--- src/rtl/uart_rx.sv ---
`default_nettype none
// ============================================================================
// Module   : uart_rx
// Purpose  : 8N1 UART receiver with a 2-flop input synchronizer, mid-bit
//            sampling and break/framing-error handling. When the macro
//            UART_RX_PARITY_EN is defined, an even-parity bit is expected
//            between the data bits and the stop bit (8E1).
// Ports    : clk        - clock, rising edge
//            rst_       - asynchronous active-low reset
//            rx_serial  - asynchronous serial line, idle high, LSB first
//            rx_data    - last correctly framed byte (held until next one)
//            rx_valid   - one-cycle pulse, rx_data updated
//            frame_err  - one-cycle pulse, stop bit sampled low
//            parity_err - one-cycle pulse alongside rx_valid on parity
//                         mismatch (tied low without UART_RX_PARITY_EN)
//            rx_busy    - high whenever the receiver is not idle
// Revision : 1.0 - initial release
// ============================================================================
module uart_rx #(
  parameter int CLK_FREQ  = 50_000_000,
  parameter int BAUD_RATE = 115200
) (
  input  logic       clk,
  input  logic       rst_,
  input  logic       rx_serial,
  output logic [7:0] rx_data,
  output logic       rx_valid,
  output logic       frame_err,
  output logic       parity_err,
  output logic       rx_busy
);

  localparam int unsigned c_DIVISOR   = CLK_FREQ / BAUD_RATE;
  localparam int unsigned c_HALF      = c_DIVISOR / 2;
  localparam logic [31:0] c_DIV_LAST  = 32'(c_DIVISOR - 1);
  localparam logic [31:0] c_HALF_LAST = 32'(c_HALF - 1);

  typedef enum logic [2:0] {
    S_IDLE      = 3'd0,
    S_START     = 3'd1,
    S_DATA      = 3'd2,
`ifdef UART_RX_PARITY_EN
    S_PARITY    = 3'd3,
`endif
    S_STOP      = 3'd4,
    S_WAIT_HIGH = 3'd5
  } state_t;

  state_t      r_state,     w_state;
  logic [31:0] r_baud_cnt,  w_baud_cnt;
  logic [2:0]  r_bit_index, w_bit_index;
  logic [7:0]  r_shifter,   w_shifter;
  logic [7:0]  r_rx_data,   w_rx_data;
  logic        r_rx_valid,  w_rx_valid;
  logic        r_frame_err, w_frame_err;
  logic        r_sync_meta;
  logic        r_sync;
`ifdef UART_RX_PARITY_EN
  logic        r_par_bad,    w_par_bad;
  logic        r_parity_err, w_parity_err;
`endif

  // Two-flop synchronizer; flops reset to the idle (high) line level so a
  // reset release never looks like a start bit.
  always_ff @(posedge clk or negedge rst_) begin
    if (!rst_) begin
      r_sync_meta <= 1'b1;
      r_sync      <= 1'b1;
    end else begin
      r_sync_meta <= rx_serial;
      r_sync      <= r_sync_meta;
    end
  end

  always_ff @(posedge clk or negedge rst_) begin
    if (!rst_) begin
      r_state      <= S_IDLE;
      r_baud_cnt   <= '0;
      r_bit_index  <= '0;
      r_shifter    <= '0;
      r_rx_data    <= '0;
      r_rx_valid   <= 1'b0;
      r_frame_err  <= 1'b0;
`ifdef UART_RX_PARITY_EN
      r_par_bad    <= 1'b0;
      r_parity_err <= 1'b0;
`endif
    end else begin
      r_state      <= w_state;
      r_baud_cnt   <= w_baud_cnt;
      r_bit_index  <= w_bit_index;
      r_shifter    <= w_shifter;
      r_rx_data    <= w_rx_data;
      r_rx_valid   <= w_rx_valid;
      r_frame_err  <= w_frame_err;
`ifdef UART_RX_PARITY_EN
      r_par_bad    <= w_par_bad;
      r_parity_err <= w_parity_err;
`endif
    end
  end

  always_comb begin
    w_state      = r_state;
    w_baud_cnt   = r_baud_cnt;
    w_bit_index  = r_bit_index;
    w_shifter    = r_shifter;
    w_rx_data    = r_rx_data;
    w_rx_valid   = 1'b0;
    w_frame_err  = 1'b0;
`ifdef UART_RX_PARITY_EN
    w_par_bad    = r_par_bad;
    w_parity_err = 1'b0;
`endif
    case (r_state)
      S_IDLE: begin
        w_baud_cnt = '0;
        if (!r_sync) w_state = S_START;
      end
      // Re-check the line half a bit in; a short low pulse is a glitch.
      S_START: begin
        if (r_baud_cnt == c_HALF_LAST) begin
          w_baud_cnt = '0;
          if (!r_sync) begin
            w_state     = S_DATA;
            w_bit_index = '0;
          end else begin
            w_state = S_IDLE;
          end
        end else begin
          w_baud_cnt = r_baud_cnt + 32'd1;
        end
      end
      // Counter is now phase-aligned to bit centres; LSB arrives first, so
      // shift in from the top.
      S_DATA: begin
        if (r_baud_cnt == c_DIV_LAST) begin
          w_baud_cnt = '0;
          w_shifter  = {r_sync, r_shifter[7:1]};
          if (r_bit_index == 3'd7) begin
`ifdef UART_RX_PARITY_EN
            w_state = S_PARITY;
`else
            w_state = S_STOP;
`endif
          end else begin
            w_bit_index = r_bit_index + 3'd1;
          end
        end else begin
          w_baud_cnt = r_baud_cnt + 32'd1;
        end
      end
`ifdef UART_RX_PARITY_EN
      // Even parity: data bits plus parity bit must hold an even count of 1s.
      S_PARITY: begin
        if (r_baud_cnt == c_DIV_LAST) begin
          w_baud_cnt = '0;
          w_par_bad  = ^{r_shifter, r_sync};
          w_state    = S_STOP;
        end else begin
          w_baud_cnt = r_baud_cnt + 32'd1;
        end
      end
`endif
      S_STOP: begin
        if (r_baud_cnt == c_DIV_LAST) begin
          w_baud_cnt = '0;
          if (r_sync) begin
            w_rx_data    = r_shifter;
            w_rx_valid   = 1'b1;
`ifdef UART_RX_PARITY_EN
            w_parity_err = r_par_bad;
`endif
            w_state      = S_IDLE;
          end else begin
            w_frame_err = 1'b1;
            w_state     = S_WAIT_HIGH;
          end
        end else begin
          w_baud_cnt = r_baud_cnt + 32'd1;
        end
      end
      // A low line here is a break or bad frame tail; waiting for high keeps
      // it from being reparsed as a stream of 0x00 frames.
      S_WAIT_HIGH: begin
        w_baud_cnt = '0;
        if (r_sync) w_state = S_IDLE;
      end
      default: w_state = S_IDLE;
    endcase
  end

  assign rx_data   = r_rx_data;
  assign rx_valid  = r_rx_valid;
  assign frame_err = r_frame_err;
  assign rx_busy   = (r_state != S_IDLE);
`ifdef UART_RX_PARITY_EN
  assign parity_err = r_parity_err;
`else
  assign parity_err = 1'b0;
`endif

endmodule
`default_nettype wire

--- config.mk ---
export PLATFORM = sky130hd
export DESIGN_NAME = uart_rx
export DESIGN_NICKNAME = d
export VERILOG_FILES = /design/src/rtl/uart_rx.sv
export SDC_FILE = /design/constraint.sdc
export NUM_CORES = 1
export LEC_CHECK = 0
export ABC_AREA = 1
export CAP_MARGIN = 30
export CORE_ASPECT_RATIO = 1.1
export CORE_MARGIN = 2
export CORE_UTILIZATION = 50
export CTS_BUF_LIST = sky130_fd_sc_hd__clkbuf_16
export CTS_CLUSTER_DIAMETER = 50
export CTS_CLUSTER_SIZE = 40
export DETAILED_ROUTE_END_ITERATION = 16
export PLACE_DENSITY = 0.78
export SLEW_MARGIN = 20
export SYNTH_ARGS = -nofsm -noshare
export SYNTH_HDL_FRONTEND = slang
export SYNTH_SLANG_ARGS = --single-unit
--- constraint.sdc ---
create_clock -name clk -period 1.6 [get_ports clk]
set_input_delay 0.16 -clock clk [delete_from_list [all_inputs] [get_ports clk]]
set_output_delay 0.16 -clock clk [all_outputs]
set_load 0.03 [all_outputs]
# Word-level counts from Yosys, hierarchy flattened
# Index checks and enable logic that the tools add are counted.
[totals]
out_inout_bits = 12
word_cells = 59
ff_bits = 58
[classes]
reduce_logical = 10
n_mux = 23
addsub = 2
n_eq_ne = 15
[ops]
columns = ["op", "n"]
rows = [
  ["case mux 32 bit (3 select lines)", 1],
  ["2-to-1 mux 32 bit", 2],
  ["2-to-1 mux 3 bit", 11],
  ["adder 32 x 1 -> 32 bit, second input constant", 1],
  ["== test 32 x 8 -> 1 bit, second input constant", 1],
  ["== test 32 x 9 -> 1 bit, second input constant", 1],
  ["!= test 2 bit, second input constant", 8],
  ["case mux 3 bit (5 select lines)", 1],
  ["== test 3 bit, second input constant", 3],
  ["2-to-1 mux 1 bit", 6],
  ["case mux 3 bit (2 select lines)", 1],
  ["AND reduction 6 bit", 1],
  ["nonzero test 3 bit", 2],
  ["AND reduction 5 bit", 1],
  ["OR reduction 2 bit", 2],
  ["adder 3 x 1 -> 3 bit, second input constant", 1],
  ["== test 3 x 1 -> 1 bit, second input constant", 1],
  ["== test 3 x 2 -> 1 bit, second input constant", 1],
  ["logical NOT 3 bit", 1],
  ["AND reduction 3 bit", 1],
  ["2-to-1 mux 2 bit", 1],
  ["AND reduction 2 bit", 1],
  ["nonzero test 2 bit", 1],
]

# Longest topological paths before layout
# Gate-level depths: netlist of the first run.
[depth]
ltp_word = 4
ltp_mapped = 11
mapped_depth_nobuf = 11

# Least setup slack after synthesis of the first run
# No wires, ideal clock.
[synth_path]
path_kind = "register to register"
startpoint = "register r_baud_cnt[0]"
endpoint = "register r_baud_cnt[18]"
path_buffers = 2
t_arrival_ps = 1491
path_stages_with_launch = 12
slack_ps = -3
setup_ps = 113
required_time_ps = 1487
synth_period_minus_slack_ps = 1603
cell_sequence = "dfrtp_1 inv_1 ha_1 nand2_1 nor3_1 nand3_1 o21bai_2 nand3_2 buf_6 buf_6 nand2_1 inv_1"
[synth_between]
elab_chain_len = 3
word_cells_on_any_way = 6
[synth_lines]
columns = ["item", "line_no", "text"]
rows = [
  ["start, declared", "50", "logic [31:0] r_baud_cnt, w_baud_cnt;"],
  ["start signal, assigned", "90", "r_baud_cnt <= w_baud_cnt;"],
  ["adder 32 x 1 -> 32 bit (tied with other cells)", "131, 150, 180", ""],
  ["2-to-1 mux 32 bit (on tied branches)", "137, 166, 122", ""],
  ["case mux 32 bit (3 select lines) (*)", "115", "case (r_state)"],
]
# Mark *: on every way between the ends. The rest lies on a longest branch, timed or not.
# A chain may end at the register's enable or synchronous reset.

# Worst setup path after layout of the first run
[layout_path]
startpoint = "register r_baud_cnt[0]"
endpoint = "register r_baud_cnt[30]"
# The elaborated chain is that of the path after synthesis.

==> results of run 1 <==
==> critical path: stages (launching register included) <==
cell	delay, ps
dfrtp_2	460
inv_2	110
ha_4	160
nand2_2	60
nor3_2	120
nand3_1	120
o21bai_2	170
buf_4	140
buf_4	100
nand2_2	90
nand3_2	100
nand2_1	50
==> worst max-delay path by stage <==
stage / startpoint / endpoint / slack, ps / cells past startpoint
after floorplan: r_baud_cnt[0] / r_baud_cnt[18] / -3 / 11
final: r_baud_cnt[0] / r_baud_cnt[30] / -180 / 11
after global placement: r_state[0] / r_baud_cnt[28] / -140 / 8
after global routing: r_baud_cnt[0] / r_baud_cnt[3] / -260 / 10
after CTS: r_baud_cnt[0] / r_bit_index[2] / -70 / 11
after detailed placement: r_state[0] / r_baud_cnt[28] / -190 / 8
==> Yosys cell counts <==
| master | instances |
|---|---|
| nor2_1 | 77 |
| o21bai_1 | 3 |
| inv_1 | 76 |
| a21o_1 | 2 |
| nand2_2 | 4 |
| nand3b_1 | 1 |
| nand3_1 | 48 |
| xor2_1 | 6 |
| nor2_2 | 6 |
| inv_2 | 6 |
| buf_4 | 1 |
| nor3_1 | 12 |
| a31oi_1 | 1 |
| dfrtp_1 | 56 |
| ha_1 | 6 |
| or2_2 | 1 |
| nor4_1 | 3 |
| o21ai_2 | 1 |
| nand2_1 | 120 |
| buf_6 | 2 |
| o22ai_1 | 3 |
| nand4_1 | 11 |
| o21ai_1 | 8 |
| buf_2 | 6 |
| nor3_2 | 1 |
| a21oi_1 | 3 |
| dfstp_2 | 2 |
| o21ai_0 | 12 |
| nor2_4 | 1 |
| nand3_2 | 5 |
| conb_1 | 1 |
| o21bai_2 | 1 |
| xnor2_1 | 3 |
==> cell type report <==
type / count / area (um^2)
fillers: 416 / 1599
flip-flops and latches: 58 / 1461
inverters: 82 / 312.8
well taps: 82 / 102.6
clock buffers: 9 / 225.2
repair buffers: 103 / 890.9
multi-input cells: 340 / 1956
clock inverters: 7 / 85.08
==> registers in the layout (all words and copies together), names as in the netlist <==
name         flops
frame_err        1
r_baud_cnt      32
r_bit_index      3
r_shifter        8
r_state          3
r_sync           1
r_sync_meta      1
rx_data          8
rx_valid         1
==> layer usage <==
layer	GRT usage [%]	wire length [um]	vias to the layer above
met5	0	0	-
met4	17.35	589	0
met3	4.364	767	63
met2	48.12	5560	200
met1	31.91	4301	1820
li1	-	-	1748
==> what timing repair did <==
| action | CTS | global route |
|---|---|---|
| pin swaps | 9 | 17 |
| resized for setup | 43 | 74 |
| setup endpoints to repair | 49 | 54 |
| gates cloned | 0 | 1 |
| setup buffers | 4 | 8 |
| hold buffers | 1 | 0 |
| hold endpoints to repair | 19 | 0 |
==> stage by stage <==
step	cell area, um^2	util (%)	power, mW	instances	worst slack (ps)
6_report	5034	75.89	3.576	681	-177.8
5_1_grt	5034	75.89	3.670	681	-257.9
4_1_cts	4732	71.35	3.572	672	-69.25
3_5_place_dp	4240	63.93	1.547	651	-188.6
3_3_place_gp	4240	63.93	1.546	651	-142.2
2_1_floorplan	3452	-	1.509	489	-3.390
==> power groups by stage <==
stage	Combinational [mW]	Clock, mW	Sequential (mW)
after floorplan	0.00863	0	1.50
after global placement	0.0458	0	1.50
after detailed placement	0.0468	0	1.50
after CTS	0.0492	2.05	1.48
after global routing	0.0577	2.14	1.48
final	0.0487	2.05	1.48
==> logic make-up (layout without fill, tap and decap cells) <==
group / after synthesis / after routing / share of synthesized area, %
and+or+nand+nor: 290 / 290 / 36.93
buffers and inverters: 91 / 201 / 10.66
DFF: 58 / 58 / 42.12
AOI/OAI and AO/OA: 34 / 34 / 5.727
xor gates and xnor gates: 9 / 9 / 2.284
adders and majority gates: 6 / 6 / 2.175
other: 1 / 1 / 0.1086
==> impl_metrics.json, run 1 <==
{
  "crit-reg2reg-launch": "r_baud_cnt[0]",
  "cts.reportedPaths.clkPinSlew_ps": 50,
  "cts_buffer_depth": 2,
  "yosysSeqAreaShare_pct": 42.12,
  "worst_slack_ps": -177.8,
  "p_int_mw": 2.830,
  "drt_iter0_drc": 366,
  "clkPwrFrac_pct": 57.4,
  "final_cell_mix": "102 x nand2_1, 79 x buf_4, 67 x inv_1",
  "synth_top_area_share_pct": 40.59,
  "crit_path_end_kind": "register",
  "fin_crit_ps": 1778,
  "cp_data_arrival_time_ps": 2000,
  "hold_path.class": "input pin to register",
  "crit_type": "register to register",
  "io_buffers": 13,
  "synth-seq-cells": 58,
  "cts_inserted_buffers": 9,
  "worstSkewPairLatency_ps": 330,
  "synth_top_area_cell": "dfrtp_1",
  "grt_pass1_vias": 3607,
  "swShare_pct": 20.88,
  "p_leak_nw": 2.616,
  "worstHoldStart": "rx_serial",
  "antenna_found_initial": 0,
  "syn2layout_area_growth_pct": 45.81,
  "cp_data_required_time_ps": 1820,
  "post_drt_via_cell_ratio": 5.626,
  "cts-root-buf": "clkbuf_16",
  "ys.warnings.count": 0,
  "hold_violations": 0,
  "syn_area_per_cell_um2": 7.059,
  "start_util_pct": 52.05,
  "hold_path_end": "r_sync_meta",
  "grt_max_degree": 38,
  "antenna_cells": 0,
  "dr.pass1.iters": 7,
  "die_height_um": 91.15,
  "ios": 15,
  "vias": 3831,
  "peakVddDrop_v": 0.0006313,
  "status": "finished with violations",
  "htreeDepth": 3,
  "crit_path_start_kind": "register",
  "fin_worst_skew_ps": 6.350,
  "ant_nets": 0,
  "wire_per_inst_um": 16.47,
  "layout_commonest_cell": "nand2_1",
  "routed_wl_um": 11220,
  "fmax_mhz": 562.5,
  "pwr-share-comb_pct": 1.4,
  "power.switching_mw": 0.7467,
  "cts_sinks": 58,
  "fin_crit_sh_pct": 111.1,
  "nNetsFinal": 603,
  "grt_use_total_pct": 27.78,
  "gp_congestion": 0.9813,
  "relSlewSlack_pct": 62.89,
  "drv_cap": 0,
  "fp.dieW_um": 83.23,
  "reg2reg_depth": 11,
  "fp-row-count": 31,
  "slew_violations": 0,
  "setup_violations": 44,
  "synth_cell_types": 33,
  "synth_area_leaders": "dfrtp_1 41%, nand2_1 13%, nor2_1 8.4%",
  "reg2reg_slack_ps": -180,
  "grt-ovfl-total": 0,
  "sequentialPowerShare_pct": 41.3,
  "whs_ps": 238.2,
  "netlist_area_um2": 3452,
  "drc": 0,
  "synthCells": 489,
  "violations": "negative setup slack",
  "setup_tns_ps": -5160,
  "powerDensity_nw_per_um2": 710.5,
  "tightest_slew_ps": 551.6,
  "cts_tree": "done",
  "syn_nets": 498,
  "core_area_um2": 6633,
  "drive_gt1_share_pct": 35.89,
  "hold_depth": 1,
  "hpwl_um": 6845,
  "r2r-end": "r_baud_cnt[30]",
  "die_area_um2": 7586,
  "grt_pass1_wl_um": 16580,
  "rsz0062_at_grt": "yes",
  "path_max_fanout": 6
}
Power figures use the tool's default switching activity.
==> inputs of run 2 (changes only) <==
- CORE_MARGIN: 2 -> unset
==> run 2 against run 1 <==
- the run still ends with negative setup slack left
- die area is 4.5% lower
- count of clock-buffer cells in the layout stayed put
- fmax is 0.47% higher
- sequential share of layout area is 1.2 points lower
- core utilization is 3.4 points higher
- highest routed layer unchanged
- cell count stayed put
- global-route usage is 1.9 points higher
- register-to-register slack hardly changed
- clock power is 16% higher
- first-iteration DRC count is 16% lower
- sequential power hardly changed
- critical path depth is 3 lower
==> impl_metrics.json, run 2 (synthesized netlist as in run 1, its figures left out) <==
{
  "cp_data_required_time_ps": 1800,
  "crit_path_end_kind": "register",
  "status": "finished with violations",
  "cp_data_arrival_time_ps": 1970,
  "sequentialPowerShare_pct": 37.9,
  "peakVddDrop_v": 0.0007594,
  "utilization_pct": 79.25,
  "wire_per_inst_um": 17.35,
  "violations": "negative setup slack",
  "ant_nets": 0,
  "seq_area_um2": 1461,
  "grt_max_degree": 35,
  "gp_congestion": 0.9608,
  "fin_cells": 681,
  "final_cell_mix": "106 x nand2_1, 78 x buf_4, 70 x inv_1",
  "whs_ps": 237.4,
  "worst_slack_ps": -169.4,
  "cts.reportedPaths.clkPinSlew_ps": 50,
  "place_area_um2": 4225,
  "reg2reg_depth": 8,
  "dpl.cell_count": 649,
  "setup_violations": 54,
  "fin_crit_sh_pct": 110.6,
  "fp-row-count": 31,
  "cp_num_cells": 8,
  "pwr-share-comb_pct": 1.2,
  "crit_chain": "buf_4 > nor3_4 > nand3_1 > nor2_2 > nand2_2 > nor2_4 > clkbuf_16 > o21ai_0",
  "cts-root-buf": "clkbuf_16",
  "antenna_cells": 0,
  "io_buffers": 13,
  "fin_crit_ps": 1769,
  "largest_reg_flops": 32,
  "p_leak_nw": 2.578,
  "post_drt_via_cell_ratio": 5.628,
  "power_mw": 3.893,
  "clkPwrFrac_pct": 60.9,
  "die_height_um": 89.15,
  "power.switching_mw": 0.7472,
  "drv_cap": 0,
  "path_max_fanout": 6,
  "multi_input_area_um2": 2125,
  "die_area_um2": 7241,
  "drive_gt1_share_pct": 38.06,
  "swShare_pct": 19.19,
  "p_int_mw": 3.146,
  "hold_depth": 1,
  "nNetsFinal": 603,
  "antenna_found_initial": 0,
  "worstSkewPairLatency_ps": 340,
  "core_area_um2": 6633,
  "cpMaxStageDelayCell": "dfrtp_2",
  "fin_worst_skew_ps": 8.061,
  "grt_pass1_wl_um": 15990,
  "ios": 15,
  "slew_violations": 0,
  "largest_register": "r_baud_cnt",
  "grt_use_total_pct": 29.67,
  "syn2layout_area_growth_pct": 52.27,
  "fillCellCount": 384,
  "htreeDepth": 3,
  "crit_type": "register to register",
  "layout_commonest_cell": "nand2_1",
  "rsz0062_at_grt": "yes",
  "cts_buffer_depth": 2,
  "drt_iter0_drc": 309,
  "cts_sinks": 58,
  "cts_tree": "done",
  "dr.pass1.iters": 7,
  "dp_slack_ps": -170.1,
  "grt-ovfl-total": 0,
  "path_delay_family": "simple AND/OR/NAND/NOR gates",
  "grt_pass1_vias": 3571,
  "start_util_pct": 52.05,
  "hpwl_um": 6626,
  "routed_wl_um": 11810,
  "slowest_delay_ps": 470,
  "path_buf_inv": 2,
  "hold_violations": 0,
  "postLayoutCellArea_um2": 5256,
  "drc": 0,
  "vias": 3833,
  "fmax_mhz": 565.2,
  "crit_path_start_kind": "register",
  "hold_path.class": "input pin to register",
  "setup_tns_ps": -6167,
  "cts_inserted_buffers": 9,
  "fp.dieW_um": 81.23,
  "powerDensity_nw_per_um2": 740.7
}
run 2: cell count changes in the layout (fill, tap and decap cells not counted), moves of 3 or more:
| cell | delta |
|---|---|
| inv_1 | +3 |
| inv_2 | -3 |
| nand2_1 | +4 |
| nand2_2 | -4 |
| nand3_1 | -9 |
| nand3_2 | +7 |
| nand3_4 | +3 |
| nor2_1 | -8 |
| nor2_2 | -4 |
| nor2_4 | +12 |
| o21ai_0 | +5 |
| o21ai_2 | -3 |
run 2: routing by layer:
metal  share of wire, %  global-route usage [%]  vias to the layer above
met4                4.1                   17.05                        0
met3                6.9                   5.816                       50
li1                   -                       -                     1745
met1                 37                   34.34                     1846
met5                  0                       0                        -
met2                 52                   51.11                      192
run 2: what timing repair did:
| action | in CTS | in global routing |
|---|---|---|
| gates cloned | 0 | 3 |
| setup endpoints to repair | 54 | 54 |
| gates resized for setup | 38 | 102 |
| setup buffers | 5 | 7 |
| hold buffers | 1 | 0 |
| pin swaps | 14 | 17 |
| endpoints found under the hold margin | 56 | 0 |
run 2: area by class of cell:
type | instances | area share [%]
clock inverters | 7 | 2.523
inverters | 82 | 5.951
clock buffers | 9 | 4.285
multi-input cells | 341 | 40.42
repair buffers | 102 | 17.07
well taps | 82 | 1.952
flip-flops and latches | 58 | 27.80
run 2: power groups by stage:
| stage | Combinational, mW | Clock [mW] | Sequential, mW |
|---|---|---|---|
| 2_1_floorplan | 0.00863 | 0 | 1.50 |
| 3_3_place_gp | 0.0444 | 0 | 1.50 |
| 3_5_place_dp | 0.0455 | 0 | 1.50 |
| 4_1_cts | 0.0478 | 2.37 | 1.48 |
| 5_1_grt | 0.0553 | 2.44 | 1.47 |
| 6_report | 0.0476 | 2.37 | 1.48 |
run 2: final timing paths:
path,start,endpoint,slack (ps)
setup / recovery,r_baud_cnt[6],r_shifter[2],-170
hold / removal,rx_serial,r_sync_meta,240
setup reg to reg,r_baud_cnt[6],r_shifter[2],-170
hold reg to reg,r_sync_meta,r_sync,360
max in group asynchronous,rst_,r_sync,840
min in group asynchronous,rst_,r_baud_cnt[20],370
==> inputs of run 3 (changes only) <==
- CORE_MARGIN: unset -> 10
==> run 3 against run 2 <==
- the flow still finishes with violations (negative setup slack)
- sequential share of layout area rose by 0.98 points
- highest routed layer unchanged
- total power down 7.2%
- setup slack got worse by 57 ps
- die area is 47% higher
- register-to-register slack got worse by 60 ps
- sequential cell count did not move
- fmax shrank 3.1%
- via count decreased by 1.4%
- critical endpoint is now r_baud_cnt[2]
- critical path depth rose by 1
- sequential power hardly changed
- core utilization shrank 2.9 points
- cell count fell by 1.2%
==> impl_metrics.json, run 3 (synthesized netlist as in run 1, its figures left out) <==
{
  "status": "finished with violations",
  "violations": "negative setup slack",
  "ant_nets": 0,
  "slowest_delay_ps": 420,
  "crit_type": "register to register",
  "path_max_fanout": 8,
  "cts_buffer_depth": 2,
  "gp_congestion": 0.9366,
  "grt_pass1_vias": 3670,
  "cpMostUsedCell": "inv_1",
  "fin_crit_sh_pct": 114.2,
  "largest_register": "r_baud_cnt",
  "hold_path.class": "input pin to register",
  "grt_use_total_pct": 19.07,
  "hpwl_um": 6820,
  "die_height_um": 107.1,
  "rsz0062_at_grt": "yes",
  "largest_reg_flops": 32,
  "crit_path_end_kind": "register",
  "ios": 15,
  "cts-root-buf": "clkbuf_16",
  "drt_iter0_drc": 299,
  "fp.dieW_um": 99.23,
  "drv_cap": 0,
  "nNetsFinal": 595,
  "antenna_cells": 0,
  "start_util_pct": 52.05,
  "grt_pass1_wl_um": 16640,
  "dp_slack_ps": -148.5,
  "layout_commonest_cell": "nand2_1",
  "cts.reportedPaths.clkPinSlew_ps": 50,
  "wire_per_inst_um": 16.66,
  "fmax_mhz": 547.4,
  "grt-ovfl-total": 0,
  "whs_ps": 226.4,
  "peakVddDrop_v": 0.0009166,
  "path_buf_inv": 3,
  "core_area_um2": 6633,
  "utilization_pct": 76.34,
  "fp-row-count": 31,
  "htreeDepth": 3,
  "crit_chain": "inv_1 > nand2_1 > nor3_1 > nand3_1 > o21bai_4 > nand3_4 > buf_6 > nand3_2 > inv_1",
  "drive_gt1_share_pct": 35.70,
  "final_cell_mix": "101 x nand2_1, 72 x buf_4, 63 x inv_1",
  "powerDensity_nw_per_um2": 713.6,
  "cts_inserted_buffers": 9,
  "dr.pass1.iters": 5,
  "post_drt_via_cell_ratio": 5.618,
  "grt_max_degree": 37,
  "io_buffers": 13,
  "antenna_found_initial": 0,
  "die_area_um2": 10630,
  "cp_data_required_time_ps": 1830,
  "cts_tree": "done",
  "worstSkewPairLatency_ps": 340,
  "slew_violations": 0,
  "p_leak_nw": 2.628,
  "cpMaxStageDelayCell": "dfrtp_1",
  "setup_violations": 49,
  "drc": 0,
  "fin_crit_ps": 1827,
  "path_delay_family": "simple AND/OR/NAND/NOR gates",
  "power_mw": 3.613,
  "crit_path_start_kind": "register",
  "worst_slack_ps": -226.8,
  "syn2layout_area_growth_pct": 46.68,
  "setup_tns_ps": -7276,
  "cts_sinks": 58,
  "hold_violations": 0,
  "cp_data_arrival_time_ps": 2050,
  "vias": 3781,
  "routed_wl_um": 11220,
  "fin_worst_skew_ps": 5.962
}
==> run 3: cell count changes in the layout (fill, tap and decap cells not counted), moves of 6 or more <==
cell     change
nor2_4      -13
nor2_1      +12
inv_1        -7
inv_2        +7
buf_4        -6
nand2_4      +6
nand3_2      -6
==> run 3: stage by stage <==
step,instance area (um^2),std cells
global route,5064,673
finish,5064,673
global placement,4218,648
detailed placement,4218,648
floorplan,3452,489
CTS,4775,670
==> run 3: layer usage <==
metal,vias to the layer above,track usage [%],share of wire [%]
met3,63,4.881,6.5
met1,1788,20.92,38
li1,1739,-,-
met2,191,33.57,50
met4,0,8.914,4.9
met5,-,0,0
==> run 3: path summary, 6_finish.rpt <==
kind                                start        endpoint  slack (ps)  depth (start not counted)
max                        r_baud_cnt[11]   r_baud_cnt[2]        -230                          9
min reg2reg                   r_sync_meta          r_sync         360                          0
min in group asynchronous            rst_  r_baud_cnt[22]         240                          2
max in group asynchronous            rst_     r_sync_meta         820                          3
max reg2reg                r_baud_cnt[11]   r_baud_cnt[2]        -230                          9
min                             rx_serial     r_sync_meta         230                          1
==> run 3: area by class of cell <==
cell class / instances / area [um^2]
multi-input combinational: 340 / 2034
fill: 411 / 1569
sequential: 58 / 1458
timing repair buffer: 95 / 840.8
inverter: 82 / 310.3
clock buffer: 9 / 225.2
tap: 82 / 102.6
clock inverter: 7 / 92.59
==> run 3: worst register-to-register path: cells and delay by family, from the launching register on <==
kind / cells / cell delay (ps)
compound gates: 1 / 190
buf+inv: 3 / 380
flops: 1 / 420
simple gates: 5 / 730
==> run 3: report_power, final <==
part,switching [mW],internal [mW],total [mW]
combinational,0.0379,0.0126,0.0505
sequential,0.00356,1.47,1.48
clock,0.728,1.36,2.09
total,0.770,2.84,3.61
==> run 3: timing repair <==
| item | CTS | global route |
|---|---|---|
| endpoints found under the setup margin | 48 | 55 |
| endpoints found under the hold margin | 10 | 0 |
| gates cloned | 1 | 1 |
| pin swaps | 13 | 15 |
| hold buffers | 1 | 0 |
| buffers inserted | 4 | 2 |
| gates resized for setup | 49 | 79 |
